File: src/rtl/microsequencer_if.sv
// Control-register/status bundle between the control unit and the microsequencer.
// The control side drives master; the sequencer uses slave.
interface microsequencer_if;
  logic [2:0] N;
  logic       inv;
  logic [9:0] cr;
  logic [9:0] decoded_state;
  logic       cond;
  logic       moc;
  logic [9:0] current_state;
  logic       moc_wait;
  logic       stack_err;
  logic       timeout;

  modport master (
    output N, inv, cr, decoded_state, cond, moc,
    input  current_state, moc_wait, stack_err, timeout
  );

  modport slave (
    input  N, inv, cr, decoded_state, cond, moc,
    output current_state, moc_wait, stack_err, timeout
  );
endinterface

File: src/rtl/microsequencer.sv
// Next-address logic for the microprogrammed control unit with a LIFO return stack.
// Optional MOC-wait watchdog enabled by defining MICROSEQ_MOC_TIMEOUT_EN.
module microsequencer #(
  parameter logic [9:0]  FETCH_STATE = 10'd1,
  parameter logic [9:0]  RESET_STATE = 10'd0,
  parameter logic [9:0]  FAULT_STATE = 10'd1023,
  parameter int unsigned STACK_DEPTH = 4,
  parameter int unsigned MOC_TIMEOUT = 255
) (
  input logic           clk,
  input logic           reset_n,
  microsequencer_if.slave bus
);

  localparam int unsigned PW = $clog2(STACK_DEPTH) + 1;
  localparam int unsigned IW = PW - 1;
  localparam logic [PW-1:0] SP_FULL = PW'(STACK_DEPTH);

  typedef enum logic [2:0] {
    N_DECODE = 3'd0,
    N_FETCH  = 3'd1,
    N_JUMP   = 3'd2,
    N_INCR   = 3'd3,
    N_BRANCH = 3'd4,
    N_MOC    = 3'd5,
    N_CALL   = 3'd6,
    N_RET    = 3'd7
  } n_op_e;

  n_op_e         op;
  logic [9:0]    state_q, state_d;
  logic          moc_wait_q, moc_wait_d;
  logic          stack_err_q, stack_err_d;
  logic [PW-1:0] sp_q, sp_d;
  logic [9:0]    stack_q [STACK_DEPTH];
  logic [9:0]    stack_d [STACK_DEPTH];
  logic [PW-1:0] sp_dec;
  logic [9:0]    incr;
  logic          t, m;
  logic          hold_req;

  assign op     = n_op_e'(bus.N);
  assign incr   = state_q + 10'd1;
  assign t      = bus.cond ^ bus.inv;
  assign m      = bus.moc ^ bus.inv;
  assign sp_dec = sp_q - PW'(1);

`ifdef MICROSEQ_MOC_TIMEOUT_EN
  localparam logic [8:0] TMO_LIMIT = 9'(MOC_TIMEOUT);
  logic [8:0] tmo_cnt_q, tmo_cnt_d;
  logic       timeout_q, timeout_d;
`endif

  always_comb begin
    state_d     = incr;
    moc_wait_d  = 1'b0;
    stack_err_d = stack_err_q;
    sp_d        = sp_q;
    stack_d     = stack_q;
    hold_req    = 1'b0;
    unique case (op)
      N_DECODE: state_d = bus.decoded_state;
      N_FETCH:  state_d = FETCH_STATE;
      N_JUMP:   state_d = bus.cr;
      N_INCR:   state_d = incr;
      N_BRANCH: state_d = t ? bus.cr : incr;
      N_MOC: begin
        if (!m) begin
          hold_req   = 1'b1;
          state_d    = state_q;
          moc_wait_d = 1'b1;
        end
      end
      N_CALL: begin
        if (sp_q == SP_FULL) begin
          state_d     = FAULT_STATE;
          stack_err_d = 1'b1;
        end else begin
          stack_d[sp_q[IW-1:0]] = incr;
          sp_d    = sp_q + PW'(1);
          state_d = bus.cr;
        end
      end
      N_RET: begin
        if (sp_q == '0) begin
          state_d     = FAULT_STATE;
          stack_err_d = 1'b1;
        end else begin
          state_d = stack_q[sp_dec[IW-1:0]];
          sp_d    = sp_dec;
        end
      end
      default: state_d = incr;
    endcase

`ifdef MICROSEQ_MOC_TIMEOUT_EN
    // Watchdog overrides a hold once the limit has been reached; any non-hold update clears the count.
    tmo_cnt_d = '0;
    timeout_d = timeout_q;
    if (hold_req) begin
      if (tmo_cnt_q == TMO_LIMIT) begin
        state_d    = FAULT_STATE;
        moc_wait_d = 1'b0;
        timeout_d  = 1'b1;
      end else begin
        tmo_cnt_d = tmo_cnt_q + 9'd1;
      end
    end
`endif
  end

  always_ff @(posedge clk or negedge reset_n) begin
    if (!reset_n) begin
      state_q     <= RESET_STATE;
      moc_wait_q  <= 1'b0;
      stack_err_q <= 1'b0;
      sp_q        <= '0;
    end else begin
      state_q     <= state_d;
      moc_wait_q  <= moc_wait_d;
      stack_err_q <= stack_err_d;
      sp_q        <= sp_d;
    end
  end

  // Stack contents need no reset: an empty pointer makes them unreachable.
  always_ff @(posedge clk) begin
    stack_q <= stack_d;
  end

`ifdef MICROSEQ_MOC_TIMEOUT_EN
  always_ff @(posedge clk or negedge reset_n) begin
    if (!reset_n) begin
      tmo_cnt_q <= '0;
      timeout_q <= 1'b0;
    end else begin
      tmo_cnt_q <= tmo_cnt_d;
      timeout_q <= timeout_d;
    end
  end

  assign bus.timeout = timeout_q;
`else
  // Without the watchdog the hold request and limit have no consumer.
  logic unused_tmo;
  assign unused_tmo  = hold_req ^ (|9'(MOC_TIMEOUT));
  assign bus.timeout = 1'b0;
`endif

  assign bus.current_state = state_q;
  assign bus.moc_wait      = moc_wait_q;
  assign bus.stack_err     = stack_err_q;

endmodule

File: src/flat_wrapper.sv
// flat-port wrapper written by rule: the top's interface ports become plain ports
module microsequencer_flat 
#(
  parameter logic [9:0]  FETCH_STATE = 10'd1,
  parameter logic [9:0]  RESET_STATE = 10'd0,
  parameter logic [9:0]  FAULT_STATE = 10'd1023,
  parameter int unsigned STACK_DEPTH = 4,
  parameter int unsigned MOC_TIMEOUT = 255
)
  (clk, reset_n, bus_N, bus_inv, bus_cr, bus_decoded_state, bus_cond, bus_moc, bus_current_state, bus_moc_wait, bus_stack_err, bus_timeout);
  microsequencer_if bus_i ();
  input logic clk;
  input logic reset_n;
  input wire logic [$bits(bus_i.N)-1:0] bus_N;
  input wire logic [$bits(bus_i.inv)-1:0] bus_inv;
  input wire logic [$bits(bus_i.cr)-1:0] bus_cr;
  input wire logic [$bits(bus_i.decoded_state)-1:0] bus_decoded_state;
  input wire logic [$bits(bus_i.cond)-1:0] bus_cond;
  input wire logic [$bits(bus_i.moc)-1:0] bus_moc;
  output wire logic [$bits(bus_i.current_state)-1:0] bus_current_state;
  output wire logic [$bits(bus_i.moc_wait)-1:0] bus_moc_wait;
  output wire logic [$bits(bus_i.stack_err)-1:0] bus_stack_err;
  output wire logic [$bits(bus_i.timeout)-1:0] bus_timeout;
  assign bus_i.N = bus_N;
  assign bus_i.inv = bus_inv;
  assign bus_i.cr = bus_cr;
  assign bus_i.decoded_state = bus_decoded_state;
  assign bus_i.cond = bus_cond;
  assign bus_i.moc = bus_moc;
  assign bus_current_state = bus_i.current_state;
  assign bus_moc_wait = bus_i.moc_wait;
  assign bus_stack_err = bus_i.stack_err;
  assign bus_timeout = bus_i.timeout;
  microsequencer #(.FETCH_STATE(FETCH_STATE), .RESET_STATE(RESET_STATE), .FAULT_STATE(FAULT_STATE), .STACK_DEPTH(STACK_DEPTH), .MOC_TIMEOUT(MOC_TIMEOUT)) u_core (.clk(clk), .reset_n(reset_n), .bus(bus_i));
endmodule
File: config.mk
export PLATFORM = sky130hd
export DESIGN_NAME = microsequencer_flat
export DESIGN_NICKNAME = d
export VERILOG_FILES = /design/src/rtl/microsequencer_if.sv /design/src/rtl/microsequencer.sv /design/src/flat_wrapper.sv
export SDC_FILE = /design/constraint.sdc
export NUM_CORES = 1
export LEC_CHECK = 0
export BUFFER_PORTS_ARGS = -buffer_cell sky130_fd_sc_hd__buf_4
export CORE_MARGIN = 5
export CORE_UTILIZATION = 40
export CTS_CLUSTER_SIZE = 28
export DETAILED_ROUTE_END_ITERATION = 8
export HOLD_SLACK_MARGIN = 0.1
export MAX_ROUTING_LAYER = met4
export PLACE_DENSITY = 0.65
export SYNTH_ARGS = -nofsm -noshare
export SYNTH_HDL_FRONTEND = slang
export SYNTH_SLANG_ARGS = --single-unit
File: constraint.sdc
create_clock -name clk -period 2.9 [get_ports clk]
set_input_delay 0.29 -clock clk [delete_from_list [all_inputs] [get_ports clk]]
set_output_delay 0.29 -clock clk [all_outputs]
set_load 0.02 [all_outputs]
==> impl_metrics.toml, run 1 <==
[timing]
worst_slack_ns = 0.624
finalSetupViolations = 0
fmax_mhz = 439
relSlewSlack_pct = 53.9
hold_viol_final = 0
tns_ns = 0
post-route-min-period_ns = 2.28
final_max_slew_viol_count = 0
fin_skew_ns = 0.0146
fin_crit_sh_pct = 78.5
grt_setup_unrepaired = "no"
worst_pin_slew_ns = 0.691

[power_and_ir_drop]
power.leakage_nw = 1.23
irDropWorstVdd_mv = 0.244
p_per_area_nw_per_um2 = 766
p_total_mw = 2.51

[logic_synthesis]
async_reset_ff_share_pct = 27.3
synth-seq-cells = 55
synth_cell_types = 52
syn_area_per_cell_um2 = 12.6
synth_top_area_share_pct = 42.5
synthTopCellsByArea = "edfxtp_1 (42%), dfrtp_1 (13%), mux4_2 (6.4%), nand2_1 (2.9%), ha_1 (2.7%)"
ys.flop_type = "edfxtp_1"
synth_cells = 225
synth_seq_area_share_pct = 55.8
yosysWarnings = 0
synth_edf_count = 40
synth_most_common_cell = "edfxtp_1"
synth_top_area_cell = "edfxtp_1"
synth.top_cells.by_count = "edfxtp_1 (40), nand2_1 (22), dfrtp_1 (15), o21ai_0 (10), mux4_2 (8)"
syn_area_um2 = 2830
synth_nets = 259

[global_routing]
grt_pass1_vias = 1845
grt_max_degree = 24
antenna_found_initial = 0
grt_usage_pct = 15.9
grt_overflow = 0
grt_pass1_wl_um = 10400

[route]
drt_first_pass_iters = 4
finalWirelength_um = 6410
viasPerCell = 5.34
ant_nets = 0
via_count = 1924
drt_drc_violations_left = 0
wl_per_cell_um = 17.8
drt-initial-drc-count = 104

[place]
gp_congestion = 0.876
io_buffers = 39
placed_cells = 351
pre_cts_ws_ns = 0.655
hpwlAfterDp_um = 4630

[job]
cap_violations = 0

[worst_hold_path]
hp-class = "input port to register"
whs_endpoint = "u_core.bus.current_state[8]"
min_from = "bus_decoded_state[8]"
worstHoldPathCells = 2

[clock_tree]
cts_tree = "done"
cts_buffer_depth = 2
htreeDepth = 2
clk_latency_ns = 0.31
cts.clk_slew.worst_paths_ns = 0.11
cts_buffers = 5
post-cts-setup-buffer-count = 0
cts_root_buffer = "clkbuf_8"
clock_sinks = 55

[cells_and_area]
area_delta_synth_final_pct = 16.1
fin_nets = 297
diodes = 0
fill_cells = 610
final_cell_count_no_fill = 360
drive_above_1_share_pct = 26.1

[die]
ioPinCount = 41
initial_core_util_pct = 41.4
rows = 30
die_area_um2 = 8850
die_height_um = 94.1
core_um2 = 6830
die_width_um = 94.1

[worst_setup_path]
worstSetupEndpointType = "register"
regToRegSetupSlack_ns = 0.62
crit_fanout = 17
r2r_start = "u_core.sp_q[0]"
crit_type = "register to register"
reg2reg_depth = 7
crit_arrival_ns = 2.46
critPathLaunchType = "register"
cp.required_ns = 3.09
r2r-end = "u_core.bus.current_state[6]"
crit_start = "u_core.sp_q[0]"

[run_status]
status = "complete, no violations"
## sequential cells by signal, summed over array words and instances, names as in the netlist
signal	flops
u_core.bus.moc_wait	1
u_core.bus.stack_err	1
u_core.stack_q	40
u_core.bus.current_state	10
u_core.sp_q	3
## area by class of cell
| cell class | instances | area, um^2 | share of cell area [%] |
|---|---|---|---|
| Clock buffer | 5 | 68.8 | 2.10 |
| Clock inverter | 3 | 27.5 | 0.839 |
| Inverter | 7 | 31.3 | 0.953 |
| Multi-Input combinational cell | 152 | 1140 | 34.7 |
| Sequential cell | 55 | 1580 | 48.0 |
| Tap cell | 96 | 120 | 3.66 |
| Timing Repair Buffer | 42 | 318 | 9.68 |
## metal layers
layer / global-route usage (%) / up-vias / part of all wire (%)
met5: - / - / 0
met4: 3.61 / 0 / 0.80
met3: 3.37 / 2 / 6.6
met2: 24.7 / 66 / 48
met1: 21.5 / 922 / 45
li1: - / 934 / -
## cells by family after synthesis
kind of cell / share of synthesized area (%)
compound gates: 14.6
xor+xnor: 3.72
fa+ha+maj: 2.66
buf+inv: 3.90
flops: 55.8
mux: 7.08
other cells: 0.133
simple gates: 12.1
## critical path, cell delays in order, from the launching register on
cell,delay [ns]
dfrtp_1,0.36
inv_1,0.14
ha_1,0.76
nor2b_1,0.10
a2111oi_0,0.37
a311oi_1,0.11
a211oi_1,0.18
o21ai_0,0.13
## power breakdown
| part | switching [mW] | internal (mW) |
|---|---|---|
| Clock | 0.268 | 0.178 |
| Sequential | 0.0891 | 0.995 |
| Combinational | 0.553 | 0.431 |
| Total | 0.911 | 1.60 |
## how the worst max path moves through the flow
stage / to / slack, ns / cells after the start
after global placement: u_core.bus.current_state[6] / 0.70 / 7
after floorplan: u_core.stack_q[30] / 0.63 / 5
after CTS: u_core.bus.current_state[6] / 0.63 / 7
final: u_core.bus.current_state[6] / 0.62 / 7
after global routing: u_core.bus.current_state[5] / 0.39 / 7
after detailed placement: u_core.bus.current_state[6] / 0.66 / 7
## metrics by stage
step	util (%)	hold WS, ns	area, um^2
after floorplan	-	-0.00559	2830
after global placement	46.5	0.164	3180
after detailed placement	46.5	0.165	3180
after CTS	48.0	0.239	3280
after global routing	48.0	0.228	3280
final	48.0	0.243	3280
## placed cells by master, fill, tap and decap left out, types with 2 or more instances in the layout
master	Yosys	final
a2111oi_0	2	2
a211oi_1	3	3
a21o_1	4	4
a21oi_1	6	6
a311oi_1	2	2
a31oi_1	7	7
and2_1	3	3
and3_1	3	3
buf_4	2	41
clkbuf_8	0	5
clkinv_4	1	2
dfrtp_1	15	15
edfxtp_1	40	40
ha_1	6	6
inv_1	6	6
mux2i_1	2	2
mux4_2	8	8
nand2_1	22	22
nand2b_1	3	3
nand3_1	5	5
nand4_1	3	3
nor2_1	3	3
nor2b_1	6	6
nor3_1	3	3
o21a_1	4	4
o21ai_0	10	10
o21ai_1	3	3
o22ai_1	6	6
o32ai_1	2	2
or2_2	4	4
or3_1	2	2
xnor2_1	7	7
xor2_1	5	5
## timing repair
item / CTS / global route
hold buffers: 1 / 0
endpoints found under the setup margin: 0 / 0
gates resized for setup: 0 / 0
endpoints found under the hold margin: 15 / 0
(Power assumes the default switching activity.)
==> run 2: changes to the inputs <==
clock period = 2.15 ns   (was 2.9 ns; I/O delays follow)
==> impl_metrics.toml, run 2 (synthesis gave the netlist of run 1 again) <==
[power_and_ir_drop]
irDropWorstVdd_mv = 0.378
p_per_area_nw_per_um2 = 1060
p_total_mw = 3.58
power.leakage_nw = 1.29

[global_routing]
grt_pass1_vias = 1926
grt_pass1_wl_um = 10100
grt_usage_pct = 15.3
grt_overflow = 0
grt_max_degree = 24
antenna_found_initial = 0

[route]
drt-initial-drc-count = 159
finalWirelength_um = 6390
via_count = 1975
drt_drc_violations_left = 0
viasPerCell = 5.34
ant_nets = 0
drt_first_pass_iters = 4
wl_per_cell_um = 17.3

[worst_hold_path]
hp-class = "input port to register"

[cells_and_area]
multiInputGateArea_um2 = 1160
diodes = 0
fill_cells = 615
final_common_cell = "buf_4"
drive_above_1_share_pct = 29.6
area_delta_synth_final_pct = 19.5
fin_nets = 307
largest_register_ffs = 40
layout_common_cells = "buf_4 (51), edfxtp_1 (40), nand2_1 (22)"
regMostFlops = "u_core.stack_q"
seq_area_um2 = 1580

[clock_tree]
cts_buffer_depth = 2
htreeDepth = 2
cts.clk_slew.worst_paths_ns = 0.11
cts_buffers = 5
clk_latency_ns = 0.32
clock_sinks = 55
cts_root_buffer = "clkbuf_8"
cts_tree = "done"
post-cts-setup-buffer-count = 0

[timing]
fmax_mhz = 541
fin_skew_ns = 0.0157
worst_pin_slew_ns = 0.717
fin_crit_sh_pct = 85.9
hold_viol_final = 0
worst_slack_ns = 0.302
finalSetupViolations = 0
relSlewSlack_pct = 52.2
post-route-min-period_ns = 1.85
grt_setup_unrepaired = "no"
final_max_slew_viol_count = 0
tns_ns = 0

[place]
io_buffers = 39
pre_cts_ws_ns = 0.00892
gp_congestion = 0.859
hpwlAfterDp_um = 4730

[worst_setup_path]
crit_type = "register to register"
cp.required_ns = 2.35
worstSetupEndpointType = "register"
critPathLaunchType = "register"
crit_fanout = 14
crit_arrival_ns = 2.05

[run_status]
status = "complete, no violations"

[die]
initial_core_util_pct = 41.4
core_um2 = 6830
rows = 30
die_area_um2 = 8850
ioPinCount = 41
die_height_um = 94.1
die_width_um = 94.1

[job]
cap_violations = 0
-- run 2: per-layer routing --
layer,vias up,track usage [%],wire [um]
met4,0,4.69,103
met2,63,24.1,3040
met1,950,19.9,2840
met3,9,3.37,407
met5,-,-,0
li1,953,-,-
-- run 2: through the flow --
step | util [%] | hold slack, ns | cell area, um^2 | cells
final | 49.4 | 0.174 | 3380 | 370
after global routing | 49.4 | 0.163 | 3380 | 370
after CTS | 49.2 | 0.158 | 3360 | 370
after detailed placement | 47.7 | 0.0927 | 3260 | 361
after global placement | 47.7 | 0.0908 | 3260 | 361
after floorplan | - | -0.0806 | 2830 | 225
-- run 2: worst paths after layout --
check / startpoint / end / slack [ns] / depth (start not counted)
max in group asynchronous: reset_n / u_core.sp_q[0] / 1.66 / 2
min in group asynchronous: reset_n / u_core.sp_q[2] / 0.29 / 2
min: bus_decoded_state[8] / u_core.bus.current_state[8] / 0.17 / 2
max: u_core.sp_q[1] / u_core.bus.current_state[5] / 0.30 / 7
max reg2reg: u_core.sp_q[1] / u_core.bus.current_state[5] / 0.30 / 7
min reg2reg: u_core.bus.stack_err / u_core.bus.stack_err / 0.49 / 1
-- run 2: worst max-delay path: stages (launching register included) --
cell and delay, ns:
dfrtp_1 0.40, inv_1 0.13, ha_4 0.39, nor2b_1 0.07, a2111oi_1 0.35, a311oi_1 0.10, a211oi_1 0.18, o21ai_0 0.12
-- run 2: cell type report --
cell class / count / share of cell area, %
clock buffers: 5 / 2.04
clock inverters: 3 / 0.852
inverters: 7 / 0.926
multi-input cells: 152 / 34.3
flip-flops and latches: 55 / 46.7
well taps: 96 / 3.56
repair buffers: 52 / 11.6
-- run 2: timing repair --
item / CTS / global route
resized for setup: 0 / 3
hold endpoints to repair: 15 / 0
hold buffers: 1 / 0
endpoints found under the setup margin: 0 / 3
-- run 2: report_power, final --
group / switching, mW / internal (mW)
Clock: 0.371 / 0.247
Sequential: 0.108 / 1.34
Combinational: 0.791 / 0.721
